## src/rtl/rda_div.sv

```systemverilog
// rtl/rda_div.sv - restoring unsigned divider, one quotient bit per cycle
//
// Ports:
//   clk          - clock, all state changes on the rising edge
//   rst_n        - asynchronous active-low reset
//   start        - begin a division with the current x and y (accepted in IDLE only)
//   x, y         - unsigned dividend and divisor, sampled on the accept edge
//   busy         - high during the WIDTH iteration cycles
//   done         - one-cycle pulse when q, r and div_by_zero are updated
//   q, r         - quotient and remainder, held until the next result
//   div_by_zero  - set with the result when the latched divisor was zero

module rda_div #(
    parameter int WIDTH = 32
) (
    input  logic             clk,
    input  logic             rst_n,
    input  logic             start,
    input  logic [WIDTH-1:0] x,
    input  logic [WIDTH-1:0] y,
    output logic             busy,
    output logic             done,
    output logic [WIDTH-1:0] q,
    output logic [WIDTH-1:0] r,
    output logic             div_by_zero
);

    localparam logic [1:0] S_IDLE = 2'd0;
    localparam logic [1:0] S_RUN  = 2'd1;
    localparam logic [1:0] S_DONE = 2'd2;

    localparam int             CW   = $clog2(WIDTH);
    localparam logic [CW-1:0]  LAST = CW'(WIDTH - 1);

    logic [1:0]       state_q, state_d;
    logic [CW-1:0]    cnt_q, cnt_d;
    logic [WIDTH:0]   rem_q, rem_d;      // partial remainder, one guard bit for the trial subtract
    logic [WIDTH-1:0] xs_q, xs_d;        // dividend, shifted left so its MSB is the next bit in
    logic [WIDTH-1:0] y_q, y_d;
    logic [WIDTH-1:0] quo_q, quo_d;      // quotient under construction
    logic [WIDTH-1:0] q_q, q_d;
    logic [WIDTH-1:0] r_q, r_d;
    logic             dbz_q, dbz_d;

    logic [WIDTH:0]   shifted;
    logic [WIDTH:0]   diff;
    logic             qbit;
    logic [WIDTH:0]   rem_next;

    // The partial remainder is always below 2^WIDTH, so after the shift it fits in
    // WIDTH+1 bits and the top bit of the difference is a reliable sign.
    always_comb begin
        shifted  = {rem_q[WIDTH-1:0], xs_q[WIDTH-1]};
        diff     = shifted - {1'b0, y_q};
        qbit     = ~diff[WIDTH];
        rem_next = qbit ? diff : shifted;
    end

    always_comb begin
        state_d = state_q;
        cnt_d   = cnt_q;
        rem_d   = rem_q;
        xs_d    = xs_q;
        y_d     = y_q;
        quo_d   = quo_q;
        q_d     = q_q;
        r_d     = r_q;
        dbz_d   = dbz_q;
        case (state_q)
            S_IDLE: begin
                if (start) begin
                    xs_d    = x;
                    y_d     = y;
                    rem_d   = '0;
                    cnt_d   = '0;
                    quo_d   = '0;
                    state_d = S_RUN;
                end
            end
            S_RUN: begin
                xs_d  = xs_q << 1;
                rem_d = rem_next;
                quo_d = {quo_q[WIDTH-2:0], qbit};
                cnt_d = cnt_q + CW'(1);
                if (cnt_q == LAST) begin
                    // A zero divisor needs no special path: every trial subtract
                    // succeeds, giving all-ones quotient and r = x.
                    q_d     = {quo_q[WIDTH-2:0], qbit};
                    r_d     = rem_next[WIDTH-1:0];
                    dbz_d   = (y_q == '0);
                    state_d = S_DONE;
                end
            end
            S_DONE: begin
                state_d = S_IDLE;
            end
            default: begin
                state_d = S_IDLE;
            end
        endcase
    end

    always_ff @(posedge clk or negedge rst_n) begin
        if (!rst_n) begin
            state_q <= S_IDLE;
            cnt_q   <= '0;
            rem_q   <= '0;
            xs_q    <= '0;
            y_q     <= '0;
            quo_q   <= '0;
            q_q     <= '0;
            r_q     <= '0;
            dbz_q   <= 1'b0;
        end else begin
            state_q <= state_d;
            cnt_q   <= cnt_d;
            rem_q   <= rem_d;
            xs_q    <= xs_d;
            y_q     <= y_d;
            quo_q   <= quo_d;
            q_q     <= q_d;
            r_q     <= r_d;
            dbz_q   <= dbz_d;
        end
    end

    assign busy        = (state_q == S_RUN);
    assign done        = (state_q == S_DONE);
    assign q           = q_q;
    assign r           = r_q;
    assign div_by_zero = dbz_q;

endmodule

```

## config.mk

```make
export PLATFORM = sky130hd
export DESIGN_NAME = rda_div
export DESIGN_NICKNAME = d
export VERILOG_FILES = /design/src/rtl/rda_div.sv
export SDC_FILE = /design/constraint.sdc
export NUM_CORES = 1
export LEC_CHECK = 0
export ABC_AREA = 1
export BUFFER_PORTS_ARGS = -buffer_cell sky130_fd_sc_hd__buf_2
export CAP_MARGIN = 20
export CORE_UTILIZATION = 45
export DETAILED_ROUTE_END_ITERATION = 8
export GPL_ROUTABILITY_DRIVEN = 0
export PLACE_DENSITY = 0.68
export SLEW_MARGIN = 20
export SYNTH_ARGS = -nofsm -noshare
export SYNTH_HDL_FRONTEND = slang
export SYNTH_SLANG_ARGS = --single-unit
```

## constraint.sdc

```tcl
create_clock -name clk -period 3.3 [get_ports clk]
set_input_delay 0.66 -clock clk [delete_from_list [all_inputs] [get_ports clk]]
set_output_delay 0.66 -clock clk [all_outputs]
set_load 0.01 [all_outputs]
```

Word-level counts from Yosys, hierarchy flattened
Index checks and enable logic that the tools add are counted. Widths: inputs -> output; s select.

Bitwise gates (word level): 1. Muxes and demuxes: 12. Divide/modulo/power cells: 0. Shift-type cells: 0. Add/subtract/negate cells: 2. $lt $le $gt $ge: 0. Reductions and logical operators: 7. Multipliers: 0. Equality and inequality tests: 5.

Operator list (number): $pmux 32 s2 (2); $mux 32 (3); $pmux 31 s2 (1); $sub 33x32->33 (1); $logic_not 32->1 (1); $mux 31 (1); $pmux 5 s2 (1); $reduce_and 2->1 (4); $add 5x1->5 const B (1); $eq 5x5->1 const B (1); $mux 5 (1); $mux 2 (2); $pmux 2 s2 (1); $eq 2x1->1 const B (1); $eq 2x2->1 const B (1); $logic_not 2->1 (1); $ne 2x1->1 const B (1); $ne 2x2->1 const B (1); $reduce_bool 2->1 (1); $not 1->1 (1).

Output and inout bits: 67. Bits in registers: 199. ROM bits: 0. Input bits: 67. Memories: 0. Bits in writable memories: 0. Latch bits: 0. Logic and storage cells: 36.

Logic depth before layout (Yosys ltp)
Gate-level depths: netlist of run 1.

Depth after elaboration: 3. Gate-level depth with buffers: 19. Mapped depth without buffers: 18.

Least setup slack after synthesis of run 1
OpenSTA, ideal clock, no wires.

Path kind: flip-flop to flip-flop. Start point: register xs_q[31]. End point: register r_q[1], in the netlist r[1]. Arrival time: 2105 ps. Data required time: 3182 ps. Buffers on the path: 1. Period minus slack after synthesis: 2223 ps. Stages on the path, launching flop included: 18. Slack: 1077 ps. Path through: dfrtp_1 inv_1 ha_1 inv_1 fa_1 nand2_1 nand2_1 nand3_1 nand2_2 nand2_2 nand2_2 nand2_4 nand2_4 nand2_4 buf_2 nand3b_1 nand3_1 nand2_1.

Longest elaborated chain between the ends: 2.

RTL lines: start, declared (RTL line 38) `logic [WIDTH-1:0] xs_q, xs_d;`; start signal, assigned (RTL line 118) `xs_q <= xs_d;`; $sub 33x32->33 (RTL line 54) `diff = shifted - {1'b0, y_q};`; $mux 32 (RTL line 56) `rem_next = qbit ? diff : shifted;`; end signal, assigned (RTL line 122) `r_q <= r_d;`; end, declared (RTL line 42) `logic [WIDTH-1:0] r_q, r_d;`.

Every way passes these cells. A chain may end at the register's enable or synchronous reset.

Final worst setup path of run 1
Start point: register xs_q[31]. End point: register r_q[6], in the netlist r[6].

The elaborated chain is that of the path after synthesis.

==> flow_summary_export.csv, run 1 <==
group,metric,value,unit
power,total_leakage_power,6.804,nW
floorplan,rows,56,
worst_setup_path,end_kind,"register",
cts,cts_setup_buffers,0,
cts,cts.sinks,199,
power,seqPwrFrac,28.6,%
cts,root_buffer,"clkbuf_16",
finish,drive_above_1_share,12.72,%
global_routing,grt_max_degree,98,
routing,wl_per_cell,13.60,um
finish,layout_commonest_cell,"nand2_1",
floorplan,start_util,45.96,%
finish,design_area,0.01241,mm2
routing,ant_nets,0,
power,p_int,0.007655,W
logic_synthesis,synth_top_family_by_area,"simple AND/OR/NAND/NOR gates",
floorplan,die_h,157.1,um
power,p_sw,0.007102,W
power,ir_worst_vdd,0.4254,mV
cts,cts_buffer_depth,2,
global_routing,gr-total-overflow,0,
sta,tns,0,ns
sta,slew-limit-headroom,40.74,%
worst_setup_path,crit_fanout,18,
cts,htreeDepth,4,
finish,nets,1653,
logic_synthesis,ys_seq_elements,199,
placed_design,port_buffers,133,
cts,clkSlewWorstSetupHoldPaths,0.09,ns
sta,rsz0062_at_grt,"false",
logic_synthesis,syn_nets,1543,
finish,fillers,2315,
routing,drtIter0Drc,612,
global_routing,grt_pass1_wl,42480,um
worst_setup_path,rr_worst_depth,17,
worst_setup_path,cp-start-kind,"register",
logic_synthesis,synthXorXnorAreaFrac,1.295,%
routing,drc,0,
placed_design,place_area,0.01177,mm2
finish,final_cells,1885,
sta,post-route-period-util,82.39,%
sta,hold_slack,0.1702,ns
worst_hold_path,hp-class,"in -> async",
finish,area_growth,14.68,%
power,switching_share,48.13,%
placed_design,dp_cells,1851,
routing,first_pass_iters,5,
cts,ctsHoldBuffers,0,
worst_setup_path,critPathArrivalTime,3.05,ns
global_routing,grt_pass1_vias,8559,
floorplan,io_pins,134,
logic_synthesis,synthCells,1441,
logic_synthesis,avgSynthCellArea,7.508,um2
routing,drt_wl_total,25650,um
flow_run,cap_viol_max_count,0,
global_routing,antenna_found_initial,1,
cts,cts_tree,"built",
power,combPwrFrac,56.8,%
logic_synthesis,syn_area,0.01082,mm2
routing,route.vias.total,9233,
logic_synthesis,yosysSeqAreaShare,46.03,%
worst_setup_path,critical_path_class,"reg -> reg",
placed_design,dp_hpwl,18460,um
sta,drv_slew,0,
sta,min_period,2.719,ns
sta,finClkSkew,0.01402,ns
sta,tightest_slew,0.8889,ns
power,p_per_area,1189,mW/mm2
sta,finalSetupViolCount,0,
cts,cts_resized,0,
logic_synthesis,yosys.area_share.adder,4.117,%
cts,clk_latency,0.45,ns
finish,final_cell_mix,"481 x nand2_1, 236 x inv_1, 199 x dfrtp_1",
floorplan,dieWidth,157.1,um
logic_synthesis,yosys_warnings,0,
floorplan,die_area,0.02467,mm2
logic_synthesis,synthMuxAreaShare,0.1041,%
global_routing,grt_use_total,21.86,%
sta,finalHoldViolCount,0,
floorplan,coreArea,0.02354,mm2
cts,numCtsBuffers,17,
power,pwr-share-clk,14.6,%
status,outcome,"finished, final reports clean",
worst_setup_path,worstPathRequired,3.63,ns
logic_synthesis,synthSimpleGateAreaFrac,27.94,%
logic_synthesis,synth_cell_types,41,
logic_synthesis,synth-compound-area-share,9.807,%
sta,max_freq,367.8,MHz
routing,via_per_inst,4.898,
==> per-stage QoR <==
step | util (%) | total power [W] | worst slack, ns
2_1_floorplan | - | 0.01056 | 1.077
3_5_place_dp | 49.99 | 0.01262 | 0.6037
5_1_grt | 52.68 | 0.01626 | 0.3597
3_3_place_gp | 49.99 | 0.01246 | 0.7234
4_1_cts | 52.68 | 0.01485 | 0.5939
6_report | 52.70 | 0.01476 | 0.5812
==> routing by layer <==
layer	global-route usage (%)	routed length [um]
met3	4.681	1532
met2	33.80	11160
met5	0	0
met1	30.79	12540
met4	6.334	410
==> layout make-up <==
type / count / area [um2] / share of cell area, %
Sequential cell: 199 / 4980 / 40.14
Timing Repair Buffer: 144 / 782.0 / 6.303
Tap cell: 319 / 399.1 / 3.217
Multi-Input combinational cell: 947 / 4701 / 37.89
Antenna cell: 2 / 5.005 / 0.04034
Clock inverter: 14 / 192.7 / 1.553
Clock buffer: 18 / 439.2 / 3.540
Inverter: 242 / 908.4 / 7.321
==> synth_stat cells (all sizes together) <==
library cell	instances	share of area [%]
o21ai	62	2.9
mux2	1	0.10
nor4	8	0.46
nor2	76	2.7
dfrtp	199	46
xnor2	14	1.1
a21o	1	0.069
nand3b	24	1.7
a22oi	26	1.8
nand3	90	4.3
inv	239	8.3
o221ai	3	0.24
clkbuf	27	0.97
and3	1	0.058
nand4	11	0.64
o22ai	33	1.9
o21bai	2	0.14
ha	34	3.9
buf	26	1.3
nand2	493	18
a21oi	52	2.5
o31ai	1	0.069
a22o	2	0.16
clkinv	3	0.10
xor2	2	0.16
nor3	4	0.19
fa	1	0.19
and2	6	0.35
==> state kept, by name, summed over array words and instances, names as in the netlist <==
register	flops
rem_q	32
div_by_zero	1
state_q	2
xs_q	32
quo_q	31
q	32
y_q	32
cnt_q	5
r	32
==> critical path, stage by stage (launching register included) <==
cell      delay, ns
dfrtp_1        0.36
inv_1          0.10
ha_1           0.16
inv_1          0.08
fa_1           0.44
nand2_1        0.09
nand2_1        0.08
nand3_1        0.10
nand2_2        0.10
nand2_2        0.07
nand2_2        0.07
nand2_4        0.09
nand2_4        0.05
nand2_4        0.21
buf_4          0.28
nand3b_1       0.13
nand3_1        0.12
nand2_1        0.05
==> worst paths after layout <==
kind | start | endpoint | slack (ns)
max | xs_q[31] | r[6] | 0.58
min | rst_n | xs_q[26] | 0.17
max reg2reg | xs_q[31] | r[6] | 0.58
min reg2reg | r[18] | r[18] | 0.48
max in group asynchronous | rst_n | y_q[16] | 2.32
min in group clk | x[21] | xs_q[21] | 0.44
==> power by group through the flow <==
stage | logic, W | registers [W] | clock network, W
floorplan | 0.00623 | 0.00433 | 0
detailed placement | 0.00836 | 0.00425 | 0
finish | 0.00838 | 0.00422 | 0.00215
global route | 0.00959 | 0.00437 | 0.00230
CTS | 0.00841 | 0.00422 | 0.00221
global placement | 0.00822 | 0.00424 | 0
==> logic make-up (layout without fill, tap and decap cells) <==
family / count (synthesis) / after routing
AOI/OAI and AO/OA: 182 / 182
other: 0 / 2
xor gates and xnor gates: 16 / 16
DFF: 199 / 199
and+or+nand+nor: 713 / 713
adders and majority gates: 35 / 35
buffers and inverters: 295 / 418
muxes: 1 / 1
Note: power is estimated with default switching activity, not from simulation.
==> run 2: changes to the inputs <==
ABC_AREA = 0   (was 1)
PLACE_DENSITY = 0.71   (was 0.68)
clock period = 2.3 ns   (was 3.3 ns; I/O delays follow)
==> flow_summary_export.csv, run 2 <==
group,metric,value,unit
cts,cts.sinks,199,
global_routing,grt_max_degree,99,
sta,max_freq,305.5,MHz
global_routing,grt_use_total,25.22,%
worst_setup_path,end_kind,"register",
routing,drt_wl_total,31310,um
logic_synthesis,yosys_warnings,0,
logic_synthesis,synthTopCellsByCount,"199 x dfrtp_1, 193 x nand2_1, 96 x o21ai_0",
cts,htreeDepth,4,
logic_synthesis,synth_cell_types,66,
global_routing,grt_pass1_vias,9289,
finish,area_growth,37.19,%
global_routing,antenna_found_initial,0,
sta,finalSetupViolCount,66,
floorplan,start_util,45.90,%
logic_synthesis,async_reset_ff_share,100.0,%
status,outcome,"finished, violations left",
floorplan,rows,55,
routing,first_pass_iters,5,
routing,drc,0,
logic_synthesis,synth_top_family_by_area,"compound AO/OA/AOI/OAI gates",
worst_setup_path,critPathArrivalTime,3.60,ns
floorplan,coreArea,0.02264,mm2
finish,diodes,0,
flow_run,cap_viol_max_count,0,
cts,cts_buffer_depth,2,
sta,finClkSkew,0.01432,ns
logic_synthesis,synth_area_leader_cell,"dfrtp_1",
logic_synthesis,synthSimpleGateAreaFrac,17.04,%
placed_design,dp_hpwl,20430,um
cts,clkSlewWorstSetupHoldPaths,0.08,ns
logic_synthesis,yosys.area_share.adder,4.287,%
logic_synthesis,syn_area,0.01039,mm2
logic_synthesis,synthCells,1118,
logic_synthesis,synth-edff-count,0,
global_routing,grt_pass1_wl,47660,um
logic_synthesis,ys.flop_type,"dfrtp_1",
routing,route.vias.total,9900,
finish,nets,1537,
finish,fillers,1826,
sta,fin_ws,-0.9737,ns
logic_synthesis,netlist.area_leader.share,47.92,%
logic_synthesis,synthXorXnorAreaFrac,2.360,%
sta,min_period,3.274,ns
floorplan,die_h,154.0,um
sta,finalHoldViolCount,0,
routing,ant_nets,0,
worst_setup_path,crit_fanout,7,
worst_setup_path,critical_path_class,"reg -> reg",
routing,via_per_inst,5.716,
logic_synthesis,yosysSeqAreaShare,47.92,%
worst_setup_path,cp-start-kind,"register",
cts,numCtsBuffers,17,
logic_synthesis,ys_seq_elements,199,
finish,layout_commonest_cell,"buf_4",
logic_synthesis,syn_nets,1220,
worst_hold_path,hp-class,"in -> reg",
status,violations,"setup timing",
global_routing,gr-total-overflow,0,
worst_setup_path,worstPathRequired,2.63,ns
floorplan,die_area,0.02370,mm2
logic_synthesis,yosysMostFrequentCell,"dfrtp_1",
placed_design,port_buffers,133,
floorplan,dieWidth,154.0,um
sta,rsz0062_at_grt,"true",
sta,slew-limit-headroom,60.56,%
logic_synthesis,synthTopCellsByArea,"dfrtp_1 48%, nand2_1 7.0%, o21ai_0 4.6%, ha_1 4.1%, a21oi_1 3.0%",
cts,root_buffer,"clkbuf_16",
cts,clk_latency,0.44,ns
finish,final_cells,1732,
placed_design,dp_cells,1675,
logic_synthesis,avgSynthCellArea,9.294,um2
sta,tightest_slew,0.5877,ns
finish,final_cell_mix,"207 x buf_4, 199 x dfrtp_1, 190 x nand2_1",
finish,drive_above_1_share,33.59,%
sta,drv_slew,0,
routing,drtIter0Drc,851,
routing,wl_per_cell,18.08,um
logic_synthesis,synthMuxAreaShare,0.2047,%
logic_synthesis,synth-compound-area-share,23.46,%
sta,post-route-period-util,142.3,%
cts,cts_tree,"built",
finish,fin_util,62.97,%
floorplan,io_pins,134,
==> run 2: cell count changes in the layout (fill, tap and decap cells not counted), sizes merged, moves of 37 or more <==
cell,change
nor2b,+37
buf,+226
nand3,-72
nand2,-299
nor2,-51
inv,-194
==> run 2: kinds of logic (layout without fill, tap and decap cells) <==
logic type                 after synthesis  in the layout
xor gates and xnor gates                28             28
and+or+nand+nor                        374            374
buffers and inverters                  121            450
muxes                                    2              2
AOI/OAI and AO/OA                      359            359
adders and majority gates               35             35
DFF                                    199            199
==> run 2: repair_timing <==
item | 4_1_cts | 5_1_grt
buffers inserted | 11 | 9
hold buffers | 1 | 0
pin swaps | 26 | 41
endpoints found under the hold margin | 43 | 0
cloned | 0 | 7
endpoints found under the setup margin | 66 | 66
resized for setup | 50 | 46
==> run 2: final timing paths <==
check	cells after the start	slack (ns)	from	endpoint
setup / recovery	14	-0.97	xs_q[31]	rem_q[11]
hold / removal	3	0.21	y[7]	y_q[7]
setup reg to reg	14	-0.97	xs_q[31]	rem_q[11]
hold reg to reg	2	0.47	q[19]	q[19]
max in group asynchronous	3	1.07	rst_n	r[6]
min in group asynchronous	2	0.52	rst_n	quo_q[11]
==> run 2: metrics by stage <==
step	area, um2	setup TNS [ns]	hold slack, ns	worst slack (ns)
global route	14260	-62.15	0.2191	-1.029
finish	14260	-58.20	0.2127	-0.9737
detailed placement	12970	-57.45	0.4342	-1.002
floorplan	10540	-46.30	0.1644	-0.7521
CTS	13810	-51.07	0.2107	-0.8729
global placement	12970	-52.09	0.4298	-0.9030
==> run 2: worst max-delay path, cell delays in order, from the launching register on <==
cell,delay [ns]
dfrtp_1,0.41
inv_2,0.08
ha_4,0.14
inv_2,0.04
fa_2,0.36
a211oi_2,0.25
o21ai_2,0.09
a211o_1,0.36
a21o_1,0.22
or3_4,0.38
a21oi_4,0.18
buf_6,0.17
buf_12,0.15
o21ai_4,0.06
a32o_1,0.27
==> run 2: layout make-up <==
cell class / instances / area (um2) / share of cell area [%]
Multi-Input combinational cell: 798 / 5369 / 37.66
Sequential cell: 199 / 4980 / 34.93
Timing Repair Buffer: 375 / 2791 / 19.58
Clock buffer: 18 / 439.2 / 3.081
Tap cell: 285 / 356.6 / 2.501
Inverter: 44 / 165.2 / 1.158
Clock inverter: 13 / 155.1 / 1.088
==> run 2: routing by layer <==
layer  part of all wire (%)  wire length (um)  GRT usage, %
met1                     45             14050         36.27
met2                     46             14390         39.03
met3                    6.6              2059         4.143
met4                    2.6               814         7.524
met5                      0                 0             0
Power of run 2 is not shown: default switching activity piles up to over one toggle a cycle in this logic, so the estimate is an artifact.
